--- src/rtl/wb_retire_stage.sv ---
// Write-back retire stage: in-order retire queue between MEM and the register file,
// with load alignment, HI/LO update at retire, $0 suppression and youngest-match forwarding.
module wb_retire_stage #(
  parameter int unsigned DEPTH  = 2,
  parameter int unsigned ADDR_W = 5,
  parameter int unsigned DATA_W = 32
) (
  input  logic              clk,
  input  logic              reset,
  input  logic              mem_valid,
  output logic              wb_allowin,
  input  logic [31:0]       mem_pc,
  input  logic [ADDR_W-1:0] mem_waddr,
  input  logic [3:0]        mem_wen,
  input  logic [DATA_W-1:0] mem_result,
  input  logic              mem_is_load,
  input  logic [2:0]        mem_load_type,
  input  logic [1:0]        mem_addr_lo,
  input  logic [DATA_W-1:0] mem_rdata,
  input  logic              mem_hi_we,
  input  logic              mem_lo_we,
  input  logic [DATA_W-1:0] mem_hi_wdata,
  input  logic [DATA_W-1:0] mem_lo_wdata,
  input  logic              rf_ready,
  output logic [3:0]        rf_wen,
  output logic [ADDR_W-1:0] rf_waddr,
  output logic [DATA_W-1:0] rf_wdata,
  output logic [DATA_W-1:0] hi_o,
  output logic [DATA_W-1:0] lo_o,
  input  logic [ADDR_W-1:0] fwd_raddr,
  output logic              fwd_hit,
  output logic [DATA_W-1:0] fwd_data,
  output logic              wb_valid,
  output logic [31:0]       debug_wb_pc,
  output logic [3:0]        debug_wb_rf_wen,
  output logic [ADDR_W-1:0] debug_wb_rf_wnum,
  output logic [DATA_W-1:0] debug_wb_rf_wdata
);

  localparam int unsigned PTR_W = (DEPTH > 1) ? $clog2(DEPTH) : 1;
  localparam int unsigned CNT_W = PTR_W + 1;

  localparam logic [2:0] LT_LB  = 3'd1;
  localparam logic [2:0] LT_LBU = 3'd2;
  localparam logic [2:0] LT_LH  = 3'd3;
  localparam logic [2:0] LT_LHU = 3'd4;

  logic [31:0]       q_pc      [DEPTH];
  logic [ADDR_W-1:0] q_waddr   [DEPTH];
  logic [3:0]        q_wen     [DEPTH];
  logic [DATA_W-1:0] q_data    [DEPTH];
  logic              q_hi_we   [DEPTH];
  logic              q_lo_we   [DEPTH];
  logic [DATA_W-1:0] q_hi_data [DEPTH];
  logic [DATA_W-1:0] q_lo_data [DEPTH];

  logic [PTR_W-1:0]  wr_ptr;
  logic [PTR_W-1:0]  rd_ptr;
  logic [CNT_W-1:0]  count;

  logic              enq;
  logic              deq;
  logic [7:0]        byte_sel;
  logic [15:0]       half_sel;
  logic [DATA_W-1:0] load_data;
  logic [DATA_W-1:0] enq_data;
  logic [3:0]        enq_wen;
  logic [PTR_W-1:0]  fwd_idx;

  assign wb_allowin = (count != CNT_W'(DEPTH));
  assign wb_valid   = (count != '0);
  assign enq        = mem_valid & wb_allowin;
  assign deq        = wb_valid & rf_ready;

  // Load-data alignment and extension
  always_comb begin
    byte_sel  = mem_rdata[7:0];
    half_sel  = mem_addr_lo[1] ? mem_rdata[31:16] : mem_rdata[15:0];
    load_data = mem_rdata;
    case (mem_addr_lo)
      2'd1:    byte_sel = mem_rdata[15:8];
      2'd2:    byte_sel = mem_rdata[23:16];
      2'd3:    byte_sel = mem_rdata[31:24];
      default: byte_sel = mem_rdata[7:0];
    endcase
    case (mem_load_type)
      LT_LB:   load_data = {{(DATA_W-8){byte_sel[7]}}, byte_sel};
      LT_LBU:  load_data = {{(DATA_W-8){1'b0}}, byte_sel};
      LT_LH:   load_data = {{(DATA_W-16){half_sel[15]}}, half_sel};
      LT_LHU:  load_data = {{(DATA_W-16){1'b0}}, half_sel};
      default: load_data = mem_rdata;
    endcase
  end

  // Loads write the whole register; $0 writes are dropped but still retire
  always_comb begin
    enq_data = mem_is_load ? load_data : mem_result;
    enq_wen  = mem_wen;
    if (mem_is_load) begin
      enq_wen = (mem_wen != 4'h0) ? 4'hF : 4'h0;
    end
    if (mem_waddr == '0) begin
      enq_wen = 4'h0;
    end
  end

  always_ff @(posedge clk) begin
    if (enq) begin
      q_pc[wr_ptr]      <= mem_pc;
      q_waddr[wr_ptr]   <= mem_waddr;
      q_wen[wr_ptr]     <= enq_wen;
      q_data[wr_ptr]    <= enq_data;
      q_hi_we[wr_ptr]   <= mem_hi_we;
      q_lo_we[wr_ptr]   <= mem_lo_we;
      q_hi_data[wr_ptr] <= mem_hi_wdata;
      q_lo_data[wr_ptr] <= mem_lo_wdata;
    end
  end

  always_ff @(posedge clk or posedge reset) begin
    if (reset) begin
      wr_ptr <= '0;
      rd_ptr <= '0;
      count  <= '0;
      hi_o   <= '0;
      lo_o   <= '0;
    end else begin
      if (enq) begin
        wr_ptr <= wr_ptr + PTR_W'(1);
      end
      if (deq) begin
        rd_ptr <= rd_ptr + PTR_W'(1);
        if (q_hi_we[rd_ptr]) begin
          hi_o <= q_hi_data[rd_ptr];
        end
        if (q_lo_we[rd_ptr]) begin
          lo_o <= q_lo_data[rd_ptr];
        end
      end
      case ({enq, deq})
        2'b10:   count <= count + CNT_W'(1);
        2'b01:   count <= count - CNT_W'(1);
        default: count <= count;
      endcase
    end
  end

  assign rf_wen   = deq ? q_wen[rd_ptr] : 4'h0;
  assign rf_waddr = wb_valid ? q_waddr[rd_ptr] : '0;
  assign rf_wdata = wb_valid ? q_data[rd_ptr] : '0;

  assign debug_wb_pc       = wb_valid ? q_pc[rd_ptr] : 32'h0;
  assign debug_wb_rf_wen   = rf_wen;
  assign debug_wb_rf_wnum  = rf_waddr;
  assign debug_wb_rf_wdata = rf_wdata;

  // Walk oldest to youngest so the last match wins
  always_comb begin
    fwd_hit  = 1'b0;
    fwd_data = '0;
    fwd_idx  = rd_ptr;
    for (int unsigned i = 0; i < DEPTH; i++) begin
      fwd_idx = rd_ptr + PTR_W'(i);
      if ((CNT_W'(i) < count) && (fwd_raddr != '0) &&
          (q_waddr[fwd_idx] == fwd_raddr) && (q_wen[fwd_idx] != 4'h0)) begin
        fwd_hit  = 1'b1;
        fwd_data = q_data[fwd_idx];
      end
    end
  end

endmodule

--- config.mk ---
export PLATFORM = sky130hd
export DESIGN_NAME = wb_retire_stage
export DESIGN_NICKNAME = d
export VERILOG_FILES = /design/src/rtl/wb_retire_stage.sv
export SDC_FILE = /design/constraint.sdc
export NUM_CORES = 1
export LEC_CHECK = 0
export ABC_AREA = 0
export CAP_MARGIN = 20
export CORE_ASPECT_RATIO = 0.9
export CORE_MARGIN = 3
export CORE_UTILIZATION = 60
export CTS_CLUSTER_DIAMETER = 50
export DETAILED_ROUTE_END_ITERATION = 7
export DONT_BUFFER_PORTS = 1
export GPL_TIMING_DRIVEN = 0
export HOLD_SLACK_MARGIN = 0.03
export PLACE_DENSITY = 0.87
export REMOVE_ABC_BUFFERS = 1
export SYNTH_ARGS = -nofsm -noshare
export SYNTH_HDL_FRONTEND = slang
export SYNTH_SLANG_ARGS = --single-unit
--- constraint.sdc ---
create_clock -name clk -period 12.3 [get_ports clk]
set_input_delay 2.46 -clock clk [delete_from_list [all_inputs] [get_ports clk]]
set_output_delay 2.46 -clock clk [all_outputs]
set_load 0.1 [all_outputs]
; ---- After elaboration in Yosys (flattened, before gate mapping)
; Memories as Yosys holds them, arrays and structs flattened. A register that Yosys moved wholly into a read port is not among the register bits.
; Cells that the tools add are included.
[word_totals]
output_inout_bits = 213
mem_bits_ro = 0
in_bits = 186
latch_bits = 0
wordCells = 64
ram_bits = 278
regBits = 4
n_memories = 8
[classes]
eq_ne = 12
n_shift = 0
muxes = 18
n_mul = 0
bitwise = 2
n_reduce_logical = 15
div = 0
order_cmp = 2
add_sub_neg = 4
[mem_list]
columns = name, words, width, read_ports, rd_clocked_by_memory_dff, write_ports, line_no
row1 = q_data, 2, 32, 2, 0, 1, 51  ; logic [DATA_W-1:0] q_data [DEPTH];
row2 = q_hi_data, 2, 32, 1, 1, 1, 54  ; logic [DATA_W-1:0] q_hi_data [DEPTH];
row3 = q_lo_data, 2, 32, 1, 1, 1, 55  ; logic [DATA_W-1:0] q_lo_data [DEPTH];
row4 = q_pc, 2, 32, 1, 0, 1, 48  ; logic [31:0] q_pc [DEPTH];
row5 = q_waddr, 2, 5, 2, 0, 1, 49  ; logic [ADDR_W-1:0] q_waddr [DEPTH];
row6 = q_wen, 2, 4, 2, 0, 1, 50  ; logic [3:0] q_wen [DEPTH];
row7 = +2 memories, -, -, -, -, -, -
[ops]
columns = cell, count
row1 = $mux W32, 5
row2 = $pmux W32 S4, 1
row3 = $pmux W8 S3, 1
row4 = $mux W16, 1
row5 = $mux W4, 4
row6 = $reduce_bool A4 Y1, 3
row7 = $eq A5 B5 Y1, 2
row8 = $eq A2 B2 Y1 const B, 3
row9 = $eq A3 B2 Y1 const B, 2
row10 = $logic_and A1 B1 Y1, 6
row11 = $logic_not A5 Y1, 1
row12 = $mux W5, 1
row13 = $reduce_bool A5 Y1, 1
row14 = $eq A2 B1 Y1 const B, 2
row15 = $lt A1 B2 Y1 const A, 2
row16 = $mux W1, 4
row17 = $pmux W2 S2, 1
row18 = $reduce_and A2 Y1, 2
row19 = $reduce_bool A2 Y1, 2
row20 = $eq A3 B1 Y1 const B, 1
row21 = $eq A3 B3 Y1 const B, 1
row22 = $add A1 B1 Y1 const B, 2
row23 = $add A2 B1 Y2 const B, 1
row24 = $and A1 B1 Y1, 2
row25 = 2 further kinds, 2

; ---- Logic depth before layout (Yosys ltp)
; Gate-level depths: netlist of the first run.
[depth]
depth_word = 6
mapped_depth = 11

; ---- Worst setup path after synthesis of the first run
; No wires, ideal clock.
[synth_path]
path_type = in2reg
from = input mem_valid
to = memory q_data[0][0] (enable)
setup_time_ns = 0.640
t_arrival_ns = 8.373
path_stages = 2
n_path_buf = 0
setup_slack_ns = 3.287
path_cell_list = nand2_1 -> nor2_1
[synth_between]
elab_chain_len = 3
[synth_rtl]
columns = item, line_no
row1 = start: declaration, 10  ; input logic mem_valid,
row2 = $and A1 B1 Y1, 72  ; assign enq = mem_valid & wb_allowin;
row3 = $mux W1, 108  ; if (enq) begin
row4 = $mux W1 (not written as such), 112  ; q_data[wr_ptr] <= enq_data;
row5 = end: declaration, 51
; Every way passes these cells.

; ---- Worst setup path after layout of the first run
[layout_path]
from = input fwd_raddr[1]
to = output fwd_data[22]
[layout_between]
elab_chain_len = 6
[layout_rtl]
columns = item, line_no
row1 = start: declaration, 30  ; input logic [ADDR_W-1:0] fwd_raddr,
row2 = $reduce_bool A5 Y1, 164  ; if ((CNT_W'(i) < count) && (fwd_raddr != '0) &&
row3 = $logic_and A1 B1 Y1 (2 in a row), 164
row4 = $logic_and A1 B1 Y1, 165  ; (q_waddr[fwd_idx] == fwd_raddr) && (q_wen[fwd_idx] != 4'h0)) begin
row5 = $mux W32, 164
row6 = $mux W32 *, 164
row7 = end: declaration, 32  ; output logic [DATA_W-1:0] fwd_data,
; Mark *: on every way between the ends. The rest lies on a longest branch, timed or not.

==> flow_summary.json, run 1 <==
{
  "status": "complete, no violations",
  "synth_xor_area_share_pct": 1.11,
  "cts_buffers": 39,
  "slew_viol_final": 0,
  "post-place-cells": 1426,
  "wl_per_cell_um": 27.8,
  "synth_edf_count": 278,
  "cts-root-buf": "clkbuf_16",
  "cpMaxStageDelayCell": "a21oi_2",
  "min_path_cells": 1,
  "synth_area_sq_um": 15000,
  "cts_setup_buffers": 0,
  "max_freq_mhz": 129,
  "synth_warnings": 0,
  "gr-total-overflow": 0,
  "place_area_sq_um": 17400,
  "portBuffers": 0,
  "fin_nets": 1323,
  "synthAdderAreaFrac_pct": 0.401,
  "fin_crit_sh_pct": 63.0,
  "synth_top_family_by_area": "multiplexers",
  "num_rows": 54,
  "cp_top_family": "compound AO/OA/AOI/OAI gates",
  "cts_resized": 0,
  "worstSetupPathDepth": 6,
  "drtAntennaViolNets": 0,
  "synth-seq-cells": 346,
  "drive_above_1_share_pct": 23.4,
  "grt_max_degree": 67,
  "synth_compound_area_share_pct": 9.11,
  "hp-class": "reg -> reg",
  "via_per_inst": 6.57,
  "start_kind": "input port",
  "die_h_um": 156,
  "initial_utilization_pct": 61.4,
  "fp.dieW_um": 172,
  "reg2regPathDepth": 8,
  "rsz0062_at_grt": "false",
  "relSlewSlack_pct": 20.0,
  "io_pins": 399,
  "worstSetupEndpointType": "output pin",
  "synth_seq_area_share_pct": 67.1,
  "ys.flop_type": "edfxtp_1",
  "drc": 0,
  "async_flop_share_pct": 19.7,
  "n_fill_cell": 1278,
  "path_class": "in -> out",
  "cts_hold_buffers": 0,
  "crit_buf_inv": 0,
  "hold_viol_final": 0,
  "cts_tree": "built",
  "dp_hpwl_um": 28300,
  "grt_usage_pct": 29.8,
  "die_area_sq_um": 26900,
  "final_area_sq_um": 18700,
  "dr.pass1.iters": 6,
  "area_growth_pct": 25.3,
  "clockBufferDepth": 3,
  "final_util_pct": 76.9,
  "clkTransAtPathRegs_ps": 60,
  "cp_slowest_stage_delay_ps": 940,
  "synth_cells": 1119,
  "grt_pass1_vias": 10233,
  "setup_violations": 0,
  "path_cells": "or4_4 > o21ai_2 > nor4_2 > a211oi_4 > a221oi_1 > a21oi_2",
  "coreArea_sq_um": 24400,
  "htreeDepth": 2,
  "wirelength_um": 41800,
  "cts_sinks": 346,
  "grt_pass1_wl_um": 60700,
  "synthSimpleGateAreaFrac_pct": 7.34,
  "layout.cells.non_filler": 1503,
  "holdWs_ps": 506,
  "antenna_found_initial": 3,
  "synth.distinct_cells": 46,
  "arrival_ps": 5280,
  "finalClockSkew_ps": 22.6,
  "drv_cap": 0,
  "tightest_slew_ps": 1200,
  "vias": 9869,
  "clock_latency_ps": 520,
  "syn_area_per_cell_sq_um": 13.4,
  "drtIter0Drc": 940,
  "place.gp.congestion": 0.910,
  "path_max_fanout": 20,
  "crit_required_ps": 9840,
  "fin_crit_ps": 7740,
  "synth_mux_area_share_pct": 10.3
}
cell families after synthesis:
group,after synthesis
xor gates and xnor gates,19
and+or+nand+nor,258
buffers and inverters,124
muxes,147
DFF,346
adders and majority gates,5
AOI/OAI and AO/OA,220
area by class of cell:
| type | instances | area (sq um) | share of cell area, % |
|---|---|---|---|
| Sequential cell | 346 | 10100 | 53.6 |
| Multi-Input combinational cell | 649 | 4790 | 25.6 |
| Timing Repair Buffer | 88 | 2140 | 11.4 |
| Clock buffer | 48 | 1100 | 5.88 |
| Tap cell | 336 | 420 | 2.24 |
| Clock inverter | 24 | 195 | 1.04 |
| Inverter | 9 | 36.3 | 0.194 |
| Antenna cell | 3 | 7.51 | 0.0400 |
metrics by stage:
step	TNS (ps)	setup slack, ps
after CTS	0	4290
after global placement	-187920	-3580
final	0	4560
after global routing	0	4480
after detailed placement	0	4310
after floorplan	-12560	-449
state kept, by name, summed over array words and instances (netlist names), 8 cells and up:
name       flops
hi_o          32
lo_o          32
q_data        64
q_hi_data     64
q_lo_data     64
q_pc          64
q_waddr       10
q_wen          8
synthesized netlist by cell type, types with 2 or more instances:
| library cell | number | area share, % |
|---|---|---|
| inv_1 | 9 | 0.23 |
| buf_2 | 17 | 0.57 |
| mux4_2 | 5 | 0.75 |
| buf_4 | 46 | 2.3 |
| a22oi_1 | 34 | 1.7 |
| nor2b_1 | 2 | 0.084 |
| mux2i_1 | 141 | 9.4 |
| a222oi_1 | 5 | 0.33 |
| buf_6 | 3 | 0.23 |
| and2_1 | 2 | 0.084 |
| edfxtp_1 | 278 | 56 |
| or3_1 | 8 | 0.33 |
| a221oi_1 | 31 | 1.8 |
| nand3b_1 | 7 | 0.35 |
| nor2_1 | 184 | 4.6 |
| nand3_1 | 5 | 0.17 |
| nand2_1 | 30 | 0.75 |
| a21oi_1 | 132 | 4.4 |
| dfrtp_1 | 68 | 11 |
| o21ai_0 | 6 | 0.20 |
| or4_1 | 2 | 0.10 |
| xnor2_1 | 15 | 0.88 |
| ha_1 | 4 | 0.33 |
| o22ai_1 | 3 | 0.13 |
| nand4_1 | 5 | 0.21 |
| nand2b_1 | 7 | 0.29 |
| xor2_1 | 4 | 0.23 |
| clkbuf_1 | 47 | 1.2 |
| buf_1 | 2 | 0.050 |
per-layer routing:
metal  vias up  share of wire [%]  global-route usage (%)
met5         -                  0                       0
met2       679                 51                    51.5
li1       4175                  -                       -
met3       152                 12                    11.4
met1      4863                 32                    32.2
met4         0                5.5                    14.6
cells in the final DEF, fill, tap and decap left out, drive strengths merged, types with 14 or more instances in the layout:
cell type,synthesis,routed
edfxtp,278,278
xnor2,15,15
a221oi,31,31
inv,9,14
nand2,30,30
dfrtp,68,68
nor2,184,184
a21oi,132,132
buf,68,87
a22oi,34,34
mux2i,142,142
clkinv,0,17
clkbuf,47,49
worst paths after layout:
check | start | endpoint | slack, ps
setup / recovery | fwd_raddr[1] | fwd_data[22] | 4560
hold / removal | count[0]$_DFFE_PP0P_ | count[0]$_DFFE_PP0P_ | 510
setup reg to reg | count[1]$_DFFE_PP0P_ | lo_o[17]$_DFFE_PP0P_ | 8520
hold reg to reg | count[0]$_DFFE_PP0P_ | count[0]$_DFFE_PP0P_ | 510
max in group asynchronous | reset | rd_ptr$_DFFE_PP0P_ | 9960
min in group asynchronous | reset | count[1]$_DFFE_PP0P_ | 1790
Power of run 1 is left out: the tool's default activity adds up to more than one toggle a clock period on the data nets, which glitch-free logic cannot reach.
==> run 2: changes to the inputs <==
--- a/config.mk
+++ b/config.mk
@@ -9,13 +9,13 @@
 export CAP_MARGIN = 20
 export CORE_ASPECT_RATIO = 0.9
 export CORE_MARGIN = 3
-export CORE_UTILIZATION = 60
+export CORE_UTILIZATION = 57
 export CTS_CLUSTER_DIAMETER = 50
 export DETAILED_ROUTE_END_ITERATION = 7
 export DONT_BUFFER_PORTS = 1
 export GPL_TIMING_DRIVEN = 0
 export HOLD_SLACK_MARGIN = 0.03
-export PLACE_DENSITY = 0.87
+export PLACE_DENSITY = 0.86
 export REMOVE_ABC_BUFFERS = 1
 export SYNTH_ARGS = -nofsm -noshare
 export SYNTH_HDL_FRONTEND = slang
==> constraint.sdc (replaced) <==
create_clock -name clk -period 6.5 [get_ports clk]
set_input_delay 1.3 -clock clk [delete_from_list [all_inputs] [get_ports clk]]
set_output_delay 1.3 -clock clk [all_outputs]
set_load 0.1 [all_outputs]
==> run 2 against run 1 <==
  * Final cell count about the same
  * Sequential cell count unchanged
  * Non-clock buffer count unchanged
  * Hold slack better by 10 ps
  * Global-route usage down 1.2 points
  * Clock-buffer cell count down 1
  * Critical path type is now reg -> out
  * Critical path depth up 3
==> flow_summary.json, run 2 (synthesized netlist as in run 1, its figures left out) <==
{
  "drv_cap": 0,
  "cts-root-buf": "clkbuf_16",
  "final_common_cell": "edfxtp_1",
  "io_pins": 399,
  "seq_area_sq_um": 10100,
  "hp-class": "reg -> reg",
  "clock_latency_ps": 510,
  "area_growth_pct": 24.7,
  "vias": 9837,
  "path_class": "reg -> out",
  "via_per_inst": 6.55,
  "relSlewSlack_pct": 19.9,
  "max_freq_mhz": 172,
  "holdWs_ps": 516,
  "wl_per_cell_um": 27.6,
  "cpMaxStageDelayCell": "a21oi_2",
  "place.gp.congestion": 0.941,
  "worstSetupEndpointType": "output pin",
  "cts_hold_buffers": 0,
  "arrival_ps": 4520,
  "finalClockSkew_ps": 14.9,
  "cpMostUsedCell": "inv_1",
  "crit_required_ps": 5200,
  "start_kind": "flip-flop",
  "num_rows": 55,
  "initial_utilization_pct": 58.8,
  "grt_pass1_vias": 10305,
  "path_cells": "inv_1 > ha_4 > inv_1 > o21ai_0 > a211o_1 > a211oi_4 > buf_8 > a22oi_1 > a21oi_2",
  "cts_buffers": 37,
  "antenna_found_initial": 0,
  "grt_max_degree": 72,
  "drc": 0,
  "die_h_um": 160,
  "rsz0062_at_grt": "false",
  "slew_viol_final": 0,
  "cts_tree": "built",
  "status": "complete, no violations",
  "dp_hpwl_um": 28100,
  "drtIter0Drc": 994,
  "cts_resized": 0,
  "portBuffers": 0,
  "n_fill_cell": 1434,
  "clkTransAtPathRegs_ps": 60,
  "fp.dieW_um": 177,
  "die_area_sq_um": 28200,
  "fin_nets": 1321,
  "gr-total-overflow": 0,
  "coreArea_sq_um": 25500,
  "cts_sinks": 346,
  "setup_violations": 0,
  "tightest_slew_ps": 1200,
  "grt_pass1_wl_um": 61600,
  "drtAntennaViolNets": 0,
  "htreeDepth": 2,
  "r2r_slack_ps": 2710,
  "path_max_fanout": 29,
  "drive_above_1_share_pct": 22.8,
  "fin_crit_ps": 5820,
  "hold_viol_final": 0,
  "fin_crit_sh_pct": 89.6,
  "grt_usage_pct": 28.6,
  "multiInputGateArea_sq_um": 4790,
  "final_cell_mix": "278 x edfxtp_1, 141 x mux2i_1, 112 x nor2_1",
  "dr.pass1.iters": 6,
  "cp_slowest_stage_delay_ps": 910,
  "clockBufferDepth": 3,
  "wirelength_um": 41500,
  "cts_setup_buffers": 0,
  "fin_tns_setup_ps": 0,
  "final_util_pct": 73.3,
  "n_antenna_cell": 0
}
-- run 2: cell count changes in the layout (fill, tap and decap cells not counted), moves of 2 or more --
cell,previous run,this run
clkbuf_1,2,4
buf_16,57,55
inv_6,4,2
clkbuf_16,42,39
clkinv_4,3,1
diode_2,3,0
-- run 2: worst paths after layout --
path,start,end,depth (start not counted)
hold reg to reg,count[0]$_DFFE_PP0P_,count[0]$_DFFE_PP0P_,1
setup / recovery,count[0]$_DFFE_PP0P_,fwd_data[22],9
max in group asynchronous,reset,rd_ptr$_DFFE_PP0P_,2
min in group asynchronous,reset,hi_o[11]$_DFFE_PP0P_,1
setup reg to reg,count[0]$_DFFE_PP0P_,lo_o[21]$_DFFE_PP0P_,8
hold / removal,count[0]$_DFFE_PP0P_,count[0]$_DFFE_PP0P_,1
-- run 2: worst max-delay path: cells and delay by family (launching register included) --
| kind | cells | cell delay, ps |
|---|---|---|
| AOI/OAI and AO/OA | 5 | 2020 |
| adders and majority gates | 1 | 400 |
| buffers and inverters | 3 | 1180 |
| DFF | 1 | 390 |
-- run 2: area by class of cell --
class	instances	share of cell area, %
clock inverter	21	0.999
clock buffer	47	5.55
tap	342	2.29
inverter	9	0.194
timing repair buffer	88	11.4
sequential	346	53.9
multi-input combinational	649	25.7
-- run 2: stage by stage --
step / cells / instance area (sq um) / worst slack [ps]
global placement: 1346 / 14700 / -8360
detailed placement: 1433 / 17400 / 1170
global route: 1502 / 18700 / 440
finish: 1502 / 18700 / 675
CTS: 1501 / 18600 / 606
floorplan: 1004 / 14300 / -5090
-- run 2: metal layers --
metal	track usage, %	routed length [um]
met3	10.6	4910
met1	32.6	13800
met2	48.3	20400
met5	0	0
met4	12.8	2360
Power of run 2 is left out for the same reason.
